## config.mk

```make
export PLATFORM = sky130hd
export DESIGN_NAME = pipe_stall_ctrl
export DESIGN_NICKNAME = d
export VERILOG_FILES = /design/src/rtl/pipe_stall_ctrl_pkg.sv /design/src/rtl/pipe_stall_ctrl_countdown.sv /design/src/rtl/pipe_stall_ctrl.sv
export SDC_FILE = /design/constraint.sdc
export NUM_CORES = 1
export LEC_CHECK = 0
export BUFFER_PORTS_ARGS = -buffer_cell sky130_fd_sc_hd__buf_2
export CAP_MARGIN = 0
export CORE_ASPECT_RATIO = 0.75
export CORE_MARGIN = 10
export CORE_UTILIZATION = 33
export DETAILED_ROUTE_END_ITERATION = 8
export PLACE_DENSITY = 0.7
export SYNTH_ARGS = -nofsm -noshare
export SYNTH_HDL_FRONTEND = slang
export SYNTH_SLANG_ARGS = --single-unit
```

## constraint.sdc

```tcl
create_clock -name clk -period 2.5 [get_ports clk]
set_input_delay 0.25 -clock clk [delete_from_list [all_inputs] [get_ports clk]]
set_output_delay 0.25 -clock clk [all_outputs]
set_load 0.005 [all_outputs]
```

## src/rtl/pipe_stall_ctrl_pkg.sv

```systemverilog
// Shared definitions for the pipeline sequencer: state encoding, decode opcode
// constants and the countdown width helper.
package pipe_stall_ctrl_pkg;

  typedef enum logic [1:0] {
    ST_RUN     = 2'd0,
    ST_MD_BUSY = 2'd1,
    ST_DRAIN   = 2'd2,
    ST_HALTED  = 2'd3
  } ctrl_state_t;

  // Opcodes decode uses to raise halt_req / muldiv_start.
  localparam logic [6:0] OPC_SYSTEM   = 7'b1110011;
  localparam logic [6:0] OPC_OP       = 7'b0110011;
  localparam logic [6:0] FUNCT7_MULDV = 7'b0000001;

  function automatic int cnt_width(input int md_cycles, input int dr_cycles);
    int m;
    m = (md_cycles > dr_cycles) ? md_cycles : dr_cycles;
    return (m < 2) ? 1 : $clog2(m);
  endfunction

endpackage

```

## src/rtl/pipe_stall_ctrl_countdown.sv

```systemverilog
// Loadable down-counter shared by the mul/div busy window and the halt drain.
module pipe_stall_ctrl_countdown #(
  parameter int WIDTH = 3
) (
  input  logic             clk,
  input  logic             reset,
  input  logic             load,
  input  logic [WIDTH-1:0] load_val,
  input  logic             dec,
  output logic [WIDTH-1:0] value,
  output logic             zero
);

  always_ff @(posedge clk) begin
    if (reset) begin
      value <= '0;
    end else if (load) begin
      value <= load_val;
    end else if (dec && value != '0) begin
      value <= value - 1'b1;
    end
  end

  assign zero = (value == '0);

endmodule

```

## src/rtl/pipe_stall_ctrl.sv

```systemverilog
// Central pipeline sequencer: merges hazard stalls, redirects, mul/div occupancy
// and halt draining into stage enables. Optional STALL_PERF_EN adds a stall counter.
module pipe_stall_ctrl
  import pipe_stall_ctrl_pkg::*;
#(
  parameter int MULDIV_CYCLES = 6,
  parameter int DRAIN_CYCLES  = 3,
  parameter int CNT_WIDTH     = 32,
  parameter int CW            = cnt_width(MULDIV_CYCLES, DRAIN_CYCLES)
) (
  input  logic                 clk,
  input  logic                 reset,
  input  logic                 need_nop,
  input  logic                 pc_stall,
  input  logic                 branch_taken,
  input  logic                 muldiv_start,
  input  logic                 halt_req,
  output logic                 pc_en,
  output logic                 pc_sel_tgt,
  output logic                 fd_en,
  output logic                 fd_flush,
  output logic                 de_bubble,
  output logic                 ex_hold,
  output logic                 muldiv_done,
  output logic                 halted,
  output logic [CNT_WIDTH-1:0] stall_count,
  output logic [1:0]           state_dbg,
  output logic [CW-1:0]        count_dbg
);

  localparam logic [CW-1:0] MD_LOAD = CW'(MULDIV_CYCLES - 1);
  localparam logic [CW-1:0] DR_LOAD = CW'(DRAIN_CYCLES - 1);

  ctrl_state_t    state, state_nxt;
  logic           cnt_load, cnt_dec, cnt_zero;
  logic [CW-1:0]  cnt_load_val, cnt_val;

  pipe_stall_ctrl_countdown #(.WIDTH(CW)) u_countdown (
    .clk      (clk),
    .reset    (reset),
    .load     (cnt_load),
    .load_val (cnt_load_val),
    .dec      (cnt_dec),
    .value    (cnt_val),
    .zero     (cnt_zero)
  );

  always_ff @(posedge clk) begin
    if (reset) state <= ST_RUN;
    else       state <= state_nxt;
  end

  // Branch beats muldiv_start: a simultaneous mul/div op is on the wrong path.
  always_comb begin
    state_nxt    = state;
    cnt_load     = 1'b0;
    cnt_load_val = '0;
    case (state)
      ST_RUN: begin
        if (branch_taken) begin
          state_nxt = ST_RUN;
        end else if (muldiv_start) begin
          state_nxt    = ST_MD_BUSY;
          cnt_load     = 1'b1;
          cnt_load_val = MD_LOAD;
        end else if (halt_req) begin
          state_nxt    = ST_DRAIN;
          cnt_load     = 1'b1;
          cnt_load_val = DR_LOAD;
        end
      end
      ST_MD_BUSY: if (cnt_zero) state_nxt = ST_RUN;
      ST_DRAIN:   if (cnt_zero) state_nxt = ST_HALTED;
      default:    state_nxt = ST_HALTED;
    endcase
  end

  assign cnt_dec = (state == ST_MD_BUSY) || (state == ST_DRAIN);

  always_comb begin
    pc_en       = 1'b1;
    fd_en       = 1'b1;
    pc_sel_tgt  = 1'b0;
    fd_flush    = 1'b0;
    de_bubble   = 1'b0;
    ex_hold     = 1'b0;
    muldiv_done = 1'b0;
    halted      = 1'b0;
    if (!reset) begin
      case (state)
        ST_RUN: begin
          if (branch_taken) begin
            pc_sel_tgt = 1'b1;
            fd_flush   = 1'b1;
            de_bubble  = 1'b1;
          end else if (muldiv_start) begin
            pc_en = 1'b1;
          end else if (halt_req) begin
            pc_en     = 1'b0;
            fd_en     = 1'b0;
            de_bubble = 1'b1;
          end else begin
            pc_en     = ~pc_stall;
            fd_en     = ~need_nop;
            de_bubble = need_nop;
          end
        end
        ST_MD_BUSY: begin
          pc_en       = 1'b0;
          fd_en       = 1'b0;
          ex_hold     = ~cnt_zero;
          muldiv_done = cnt_zero;
        end
        ST_DRAIN: begin
          pc_en     = 1'b0;
          fd_en     = 1'b0;
          de_bubble = 1'b1;
        end
        default: begin
          pc_en     = 1'b0;
          fd_en     = 1'b0;
          de_bubble = 1'b1;
          halted    = 1'b1;
        end
      endcase
    end
  end

`ifdef STALL_PERF_EN
  logic [CNT_WIDTH-1:0] stall_q;

  always_ff @(posedge clk) begin
    if (reset) begin
      stall_q <= '0;
    end else if (!pc_en && state != ST_HALTED && stall_q != '1) begin
      stall_q <= stall_q + 1'b1;
    end
  end

  assign stall_count = reset ? '0 : stall_q;
`else
  assign stall_count = '0;
`endif

  assign state_dbg = state;
  assign count_dbg = cnt_val;

endmodule

```

==> impl_metrics.py <==
metrics = {
    "die": {
        "die_w_um": 74.3,
        "die_area_um2": 4510,
        "io_pins": 52,
        "rows": 14,
        "fp.dieH_um": 60.7,
        "fp.coreArea_um2": 2050,
        "initial_core_util": 0.356,
    },
    "synth": {
        "syn-cell-area_um2": 729,
        "synth_cell_type_count": 25,
        "synth_common_cells": "buf_4 (33), nor2_1 (10), ha_1 (6), dfxtp_1 (5)",
        "synth_edf_count": 0,
        "synthTopCellsByArea": "buf_4 (34%), dfxtp_1 (14%), ha_1 (10%), nor2_1 (5.1%), a211oi_1 (4.1%)",
        "synth_warnings": 0,
        "synth-seq-cells": 5,
        "synth_top_area_frac": 0.340,
        "post-synth-top-count-cell": "buf_4",
        "async_reset_ff_frac": 0,
        "syn_inst": 93,
        "yosysTopAreaCell": "buf_4",
        "ys_seq_area_frac": 0.137,
        "syn-mean-instance-area_um2": 7.84,
        "ys.flop_type": "dfxtp_1",
    },
    "global_route": {
        "grt_max_degree": 12,
        "grt-ovfl-total": 0,
        "track_usage": 0.0719,
        "antenna_found_initial": 0,
        "grt_pass1_wl_mm": 2.54,
        "grt_pass1_vias": 548,
    },
    "cells_and_area": {
        "multi_input_area_um2": 468,
        "fill_cells": 229,
        "drive_above_1_share": 0.232,
        "n_antenna_cell": 0,
        "areaGrowthSynthToFinish_pct": 0.686,
        "stdcell_area_um2": 734,
        "regArea_um2": 100,
        "fin_nets": 126,
    },
    "setup_path": {
        "start_kind": "flip-flop",
        "crit_type": "flip-flop to output pin",
        "worstPathArrival_ps": 1640,
        "path_max_fanout": 9,
        "cp.required_ps": 2250,
        "r2r_cells": 6,
        "end_kind": "output pin",
    },
    "clock_tree": {
        "holdBufCountCts": 0,
        "clock_path_buffers": 2,
        "cts_inserted_buffers": 3,
        "numClockSinks": 5,
        "root_buffer": "clkbuf_4",
        "post_cts.repair.setup_buffers": 0,
        "cts_tree": "yes",
        "clk_pin_slew_ps": 50,
        "clock_latency_ps": 250,
        "cts_resized": 0,
        "htree_levels": 1,
    },
    "placement": {
        "io_buffers": 19,
        "placed_area_um2": 708,
        "routabilityCongestion": 0.782,
        "post-dp-hpwl_mm": 1.55,
    },
    "sta": {
        "slew_viol_final": 0,
        "period_share": 0.755,
        "final_hold_viol_count": 0,
        "setup_tns_ps": 0,
        "setup_viol": 0,
        "grt_setup_unrepaired": "no",
        "skew_ps": 3.40,
        "min_period_ps": 1890,
        "max_freq_mhz": 530,
    },
    "detailed_routing": {
        "first_pass_iters": 4,
        "drt_iter0_drc": 19,
        "routed_via_density": 4.13,
        "wl_per_cell_um": 13.2,
        "drc_errors": 0,
        "vias": 562,
        "drt-total-wl_mm": 1.80,
        "antenna_left": 0,
    },
    "pwr": {
        "vdd_drop_max_mv": 0.459,
        "p_leak_nw": 0.396,
        "powerDensity_nw_per_um2": 995,
    },
    "job": {
        "drv_cap": 0,
    },
    "hold_path": {
        "hold_class": "input pin to flip-flop",
        "whs_path_depth": 2,
    },
    "status": {
        "status": "completed",
    },
}
## path summary, 6_finish.rpt
path                            slack [ps]                                 to                               from
worst max-delay path                   610                          de_bubble          state_dbg[1]$_SDFFE_PP0P_
worst min-delay path                   320  u_countdown.value[1]$_SDFFE_PP0P_                              reset
worst max register to register         810          state_dbg[0]$_SDFFE_PP0P_          state_dbg[1]$_SDFFE_PP0P_
worst min register to register         560  u_countdown.value[0]$_SDFFE_PP0P_  u_countdown.value[0]$_SDFFE_PP0P_
## kinds of logic (layout without fill, tap and decap cells)
group                    Yosys count  after routing  share of synthesized area
AO/OA/AOI/OAI                     15             15                      0.173
adder cells (fa/ha/maj)            6              6                      0.103
buffers and inverters             39             27                      0.381
flip-flops                         5              5                      0.137
other                              1             32                    0.00514
AND/OR/NAND/NOR                   27             27                      0.201
## metal layers
layer	track usage	vias up	share of wire
met3	0.0587	0	0.19
met5	0	-	0
met2	0.109	39	0.42
met1	0.0795	246	0.39
li1	-	277	-
met4	0.00781	0	0
## report_power, final
part | switching (mW) | total (mW) | leakage [nW] | internal, mW
combinational | 0.275 | 0.484 | 0.340 | 0.209
sequential | 0.0316 | 0.149 | 0.0414 | 0.118
clock | 0.0368 | 0.0974 | 0.0150 | 0.0606
total | 0.343 | 0.731 | 0.396 | 0.388
## flip-flops by register name, indices dropped and copies added, names as in the netlist
| name | cells |
|---|---|
| u_countdown.value | 3 |
| state_dbg | 2 |
## stage by stage
step	hold slack [ps]	power [mW]	worst slack, ps	util	std cells
floorplan	467	0.544	1140	-	124
global route	340	0.807	477	0.358	136
global placement	512	0.610	935	0.346	132
finish	321	0.731	612	0.358	136
detailed placement	547	0.631	835	0.346	132
CTS	311	0.736	628	0.358	136
## critical path, stage by stage (launching register included)
cell and delay [ps]:
dfxtp_1 340, inv_1 110, ha_1 390, and2b_2 260, nor3_1 140, buf_2 150
## final cells by class
type	count	share of cell area
flip-flops and latches	5	0.136
inverters	4	0.0204
multi-input cells	80	0.637
clock buffers	4	0.0358
well taps	24	0.0409
repair buffers	19	0.129
## cell usage in the layout, fill, tap and decap left out
cell,count
conb_1,32
buf_2,19
nor2_1,10
ha_1,6
dfxtp_1,5
inv_1,4
a211oi_1,4
nand2b_1,3
nand2_1,3
o21ai_0,3
a21oi_1,3
clkbuf_4,3
nor2b_1,2
a21o_1,2
nand3b_1,2
nand3_1,2
nand2b_4,1
and2b_2,1
nor3_1,1
o32ai_4,1
nor3b_1,1
o2bb2ai_2,1
or2_1,1
a31o_1,1
clkbuf_1,1
Power figures use the tool's default switching activity.
